**src/rtl/time12_counter.sv**
```systemverilog
// 12-hour hh:mm:ss AM/PM timekeeper with a per-second prescaler,
// validated time load and one-cycle tick / load-error pulses.
module time12_counter #(
  parameter int TICKS_PER_SEC = 100000000
) (
  input  logic       clk,
  input  logic       rst,
  input  logic       run,
  input  logic       load,
  input  logic [4:0] hours_i,
  input  logic [5:0] mins_i,
  input  logic [5:0] secs_i,
  input  logic       A_P_i,
  output logic [4:0] hours_o,
  output logic [5:0] mins_o,
  output logic [5:0] secs_o,
  output logic       A_P_o,
  output logic       sec_tick,
  output logic       load_err
);

  localparam int PW =
    (TICKS_PER_SEC > 1) ? $clog2(TICKS_PER_SEC) : 1;
  localparam logic [PW-1:0] TERM =
    PW'(TICKS_PER_SEC - 1);

  logic [PW-1:0] pre;
  logic          valid;
  logic          term;
  logic [4:0]    nh;
  logic [5:0]    nm;
  logic [5:0]    ns;
  logic          nap;

  assign valid = (hours_i >= 5'd1)
              && (hours_i <= 5'd12)
              && (mins_i <= 6'd59)
              && (secs_i <= 6'd59);

  assign term = (pre == TERM);

  // Time one second ahead of the current registered time.
  always_comb begin
    nh  = hours_o;
    nm  = mins_o;
    ns  = secs_o + 6'd1;
    nap = A_P_o;
    if (secs_o == 6'd59) begin
      ns = 6'd0;
      nm = mins_o + 6'd1;
      if (mins_o == 6'd59) begin
        nm = 6'd0;
        unique case (1'b1)
          (hours_o == 5'd12): nh = 5'd1;
          (hours_o == 5'd11): begin
            nh  = 5'd12;
            nap = ~A_P_o;
          end
          default: nh = hours_o + 5'd1;
        endcase
      end
    end
  end

  always_ff @(posedge clk) begin
    if (rst) begin
      hours_o  <= 5'd12;
      mins_o   <= 6'd0;
      secs_o   <= 6'd0;
      A_P_o    <= 1'b0;
      pre      <= '0;
      sec_tick <= 1'b0;
      load_err <= 1'b0;
    end else begin
      sec_tick <= 1'b0;
      load_err <= load && !valid;
      if (load && valid) begin
        hours_o <= hours_i;
        mins_o  <= mins_i;
        secs_o  <= secs_i;
        A_P_o   <= A_P_i;
        pre     <= '0;
      end else if (run) begin
        if (term) begin
          pre      <= '0;
          hours_o  <= nh;
          mins_o   <= nm;
          secs_o   <= ns;
          A_P_o    <= nap;
          sec_tick <= 1'b1;
        end else begin
          pre <= pre + 1'b1;
        end
      end
    end
  end

endmodule
```
**config.mk**
```make
export PLATFORM = sky130hd
export DESIGN_NAME = time12_counter
export DESIGN_NICKNAME = d
export VERILOG_FILES = /design/src/rtl/time12_counter.sv
export SDC_FILE = /design/constraint.sdc
export NUM_CORES = 1
export LEC_CHECK = 0
export ABC_AREA = 1
export BUFFER_PORTS_ARGS = -buffer_cell sky130_fd_sc_hd__clkbuf_2
export CAP_MARGIN = 15
export CELL_PAD_IN_SITES_DETAIL_PLACEMENT = 1
export CELL_PAD_IN_SITES_GLOBAL_PLACEMENT = 1
export CORE_MARGIN = 2
export CORE_UTILIZATION = 36
export CTS_CLUSTER_SIZE = 25
export DETAILED_ROUTE_END_ITERATION = 7
export GPL_TIMING_DRIVEN = 0
export PLACE_DENSITY = 0.72
export SYNTH_ARGS = -nofsm -noshare
export SYNTH_HDL_FRONTEND = slang
export SYNTH_SLANG_ARGS = --single-unit
```
**constraint.sdc**
```tcl
create_clock -name clk -period 1.5 [get_ports clk]
set_input_delay 0 -clock clk [delete_from_list [all_inputs] [get_ports clk]]
set_output_delay 0 -clock clk [all_outputs]
set_load 0.01 [all_outputs]
```
# Word level (Yosys, flattened, before mapping)
# Index checks and enable logic that the tools add are counted.
dict set report classes {
  n_reduce_logical 17
  muxes 23
  bitwise 2
  magnitude_cmp 4
  add_sub_neg 4
  n_eq_ne 5
}
# op count
set ops {}
lappend ops {{$mux 6} 9}
lappend ops {{$add 27x1->27 const B} 1}
lappend ops {{$eq 27x27->1 const B} 1}
lappend ops {{$mux 27} 1}
lappend ops {{$mux 5} 5}
lappend ops {{$add 6x1->6 const B} 2}
lappend ops {{$eq 6x6->1 const B} 2}
lappend ops {{$le 6x6->1 const B} 2}
lappend ops {{$eq 5x4->1 const B} 2}
lappend ops {{$pmux 5 s2} 1}
lappend ops {{$reduce_bool 2->1} 5}
lappend ops {{$mux 1} 7}
lappend ops {{$add 5x1->5 const B} 1}
lappend ops {{$ge 5x1->1 const B} 1}
lappend ops {{$le 5x4->1 const B} 1}
lappend ops {{$logic_and 1x1->1} 5}
lappend ops {{$reduce_and 5->1} 1}
lappend ops {{$reduce_and 4->1} 1}
lappend ops {{$reduce_and 3->1} 1}
lappend ops {{$reduce_or 3->1} 1}
lappend ops {{$not 1->1} 2}
lappend ops {{$reduce_and 2->1} 1}
lappend ops {{$reduce_or 2->1} 1}
lappend ops {{$logic_not 1->1} 1}
dict set report word_totals {
  out_inout_bits 20
  register_bits 47
  in_bits 22
}

# Longest topological paths before layout
dict set report logic_depth {
  word_depth 7
  mapped_depth 13
  ltp_nobuf 12
}

# Worst setup path before layout
# No wires, ideal clock.
dict set report synth_timing {
  path_kind {reg2reg}
  start {register pre[0]}
  end {register secs_o[5]}
  setup_slack_ps -97
  t_required_ps 1391
  path_stages_with_launch 14
  period_less_slack_ps 1597
  setup_ps 109
  arrival_ps 1488
  cell_sequence {dfxtp_1 ha_1 nand2_1 nor2_2 nand2_4 nor2_4 nand3_2 nand2_4 buf_12 inv_1 nand2_1 nand3_1 nand2_1 inv_1}
}
dict set report synth_between {
  elab_chain_len 3
}
# element line_no
set synth_rtl {}
lappend synth_rtl {{start: declaration} 27} ;# logic [PW-1:0] pre;
lappend synth_rtl {{start signal: assignment} 92} ;# pre <= pre + 1'b1;
lappend synth_rtl {{$eq 27x27->1} 40} ;# assign term = (pre == TERM);
lappend synth_rtl {{$reduce_bool 2->1 (no line)} n/a}
lappend synth_rtl {{$reduce_and 2->1 (no line)} n/a}
lappend synth_rtl {{end signal: assignment} 80} ;# secs_o <= secs_i;
lappend synth_rtl {{end signal: assignment} 88} ;# secs_o <= ns;
lappend synth_rtl {{end: declaration} 16} ;# output logic [5:0] secs_o,
# Every way passes these cells.
# A chain may end at the register's enable or synchronous reset.

# Final worst setup path
dict set report layout_timing {
  start {register pre[0]}
  end {register hours_o[3]}
}
dict set report layout_between {
  elab_chain_len 3
}
# element line_no
set layout_rtl {}
lappend layout_rtl {{$eq 27x27->1} 40}
lappend layout_rtl {{$reduce_bool 2->1 (no line)} n/a}
lappend layout_rtl {{$reduce_and 4->1 (no line)} n/a}
lappend layout_rtl {{end signal: assignment} 78} ;# hours_o <= hours_i;
lappend layout_rtl {{end signal: assignment} 86} ;# hours_o <= nh;
lappend layout_rtl {{end: declaration} 14} ;# output logic [4:0] hours_o,
# Every way passes these cells.

==> results.tsv <==
metric	value	unit
all-layer global routing usage	0.193	
WL per Instance	14.6	um
Slew Viols, Final	0	
final core occ	0.516	
die area	8450	sq um
nets	525	
Required @ worst endpoint	1.69	ns
CP delay by family, top	simple AND/OR/NAND/NOR gates	
Post-Synth XOR/XNOR Area	0.0503	
slew at the pin with the worst max-slew slack	0.597	ns
Comb pwr share	0.155	
row cnt	32	
Yosys cell types	34	
most frequent cells in the layout	nand2_1, nor2_1, inv_1, clkbuf_2, nand3_1	
most common cell after layout, fill and taps aside	nand2_1	
fillers	979	
worst vdd rail ir drop	0.336	mV
setup tns final	-4.34	ns
Place WS	-0.340	ns
P_sw	678	uW
max-cap violation count	0	
Post-DRT Antenna Nets	0	
clk buf depth	2	
initial antenna violation count	0	
first-pass GRT wire length	13.3	mm
CTS Buf Count	5	
startpoint class of the critical path	flop	
critical-path cell list	ha_4 > nand2_4 > nor2_4 > nand2_4 > nor2_4 > nand3_4 > nand2_8 > buf_12 > nand3_4 > nand2_2 > nand3_1	
crit path kind	flop to flop	
skew final	0.00534	ns
antenna cells	0	
# DRC	0	
sequential share of the synthesized area	0.338	
H-tree Lvls	2	
share of cells above drive strength 1	0.387	
area of the multi-input gates	1990	sq um
status	complete, but fails checks	
post-synth net total	449	
placed instance count	564	
multiplexer share of the synthesized area	0	
Crit. End Element	flop	
endpoints failing setup	40	
Seq cells post-synth	47	
Sequential Power Share	0.527	
Avg Vias per Cell	4.96	
Overflow after GRT	0	
Post-Synth Adder-Cell Area	0.0225	
Die Y-Extent	91.9	um
RSZ-0062 raised after global routing	yes	
number of clock sinks	47	
CP peak stage delay	0.37	ns
worst relative slew slack	0.602	
CTS tree	done	
Yosys warnings	0	
initial cell density of the core	0.366	
DP HPWL	5.68	mm
via count	2982	
flop2flop setup slack	-0.16	ns
GP Congestion	0.827	
largest net degree at the start of global routing	14	
Syn Area/Cell	6.60	sq um
die width	91.9	um
Area Overhead vs Synth	41.1	%
worst min path class	input port to flop	
clock root cell	clkbuf_8	
Fmax	0.603	GHz
Clock Latency Late Sink	0.30	ns
total chip power	2430	uW
Post-Syn Instances	422	
standby leakage power	0.00173	uW
core area	7610	sq um
grt met3 use	0.0337	
global route hottest layer	met2	
PnR worst setup slack	-0.160	ns
I/O Buffers	40	
Int Pwr	1750	uW
vias in the first global route	2934	
GRT met2 Usage	0.368	
minimum clock period	1.66	ns
Finished Layout Cells	601	
Total Routed Length	8.80	mm
Worst Path Arrival	1.85	ns
First-pass DRT Iterations	4	
power density cells	618	nW/um^2
final period utilization	1.11	
Mapped Area	2780	sq um
number of I/O pins	42	
largest family of logic cells by synthesized area	simple AND/OR/NAND/NOR gates	
Synth Area in Simple Gates	0.410	
GR Util met1	0.218	
Synth Area in Compound Gates	0.0813	
crit path max-delay cell type	dfxtp_4	
drt initial violations	95	
Reg area	970	sq um
Net Sw Frac	0.280	
failing checks	setup timing	
critical path buffer and inverter count	1	
Hold Violations, Final	0	
Clk network pwr share	0.318	
Crit Path Max Fanout	5	
Clock transition at path regs	0.09	ns
power by group through the flow:
stage	combinational, uW	sequential [uW]	clock (uW)
2_1_floorplan	161	1310	0
3_3_place_gp	255	1310	0
3_5_place_dp	259	1310	0
4_1_cts	328	1280	799
5_1_grt	415	1280	837
6_report	375	1280	771
repair_timing:
action / in CTS / in global routing
gates cloned: 3 / 1
setup endpoints to repair: 40 / 44
hold endpoints to repair: 2 / 0
hold buffers: 2 / 0
buffers inserted: 13 / 11
pin swaps: 15 / 38
gates resized for setup: 44 / 94
worst reg2reg max path: cells and delay by family (launching register included):
| kind | cells | cell delay [ns] |
|---|---|---|
| simple gates | 9 | 0.88 |
| buf+inv | 1 | 0.15 |
| flops | 1 | 0.37 |
| fa+ha+maj | 1 | 0.15 |
metal layers:
layer  part of all wire  wire length [um]
met5                  0                 0
met2               0.55              4810
met1               0.41              3640
met4              0.010                88
met3              0.029               251
logic make-up after synthesis:
family | Yosys count
flip-flops | 47
XOR/XNOR | 16
buffers and inverters | 60
adder cells (fa/ha/maj) | 5
AO/OA/AOI/OAI | 45
AND/OR/NAND/NOR | 249
stage by stage:
step	instance area, sq um	hold WS [ns]
floorplan	2810	0.125
global placement	3140	0.265
detailed placement	3140	0.272
CTS	3530	0.0112
global route	3930	0.0283
finish	3930	0.0250
cell type report:
class,count,area share
multi-input combinational,317,0.506
sequential,47,0.247
timing repair buffer,67,0.120
inverter,53,0.0532
tap,102,0.0325
buffer,7,0.0210
clock buffer,7,0.0194
clock inverter,1,0.00127
Yosys cell counts (all sizes together):
| library cell | instances | area [sq um] |
|---|---|---|
| nand3 | 39 | 225 |
| a31oi | 1 | 6.26 |
| xor2 | 9 | 78.8 |
| dfxtp | 47 | 941 |
| inv | 52 | 195 |
| nor2 | 67 | 279 |
| o21ai | 22 | 110 |
| a21oi | 22 | 110 |
| nor3 | 10 | 65.1 |
| clkbuf | 2 | 17.5 |
| clkinv | 1 | 5.00 |
| nand2 | 120 | 489 |
| nor3b | 1 | 7.51 |
| nand4 | 7 | 43.8 |
| xnor2 | 7 | 61.3 |
| buf | 5 | 55.1 |
| or2 | 1 | 6.26 |
| and3 | 1 | 6.26 |
| ha | 5 | 62.6 |
| nor4 | 3 | 18.8 |
worst paths after layout:
kind | start | to | depth (start not counted)
min | mins_i[0] | mins_o[0] | 5
min reg2reg | pre[19] | pre[19] | 2
max reg2reg | pre[0] | hours_o[3] | 11
max | pre[0] | hours_o[3] | 11
registers in the layout, indices dropped and copies added, names as in the netlist:
signal	count
A_P_o	1
load_err	1
pre	27
sec_tick	1
secs_o	6
hours_o	5
mins_o	6
No activity file was read; power rests on OpenSTA's default activity.
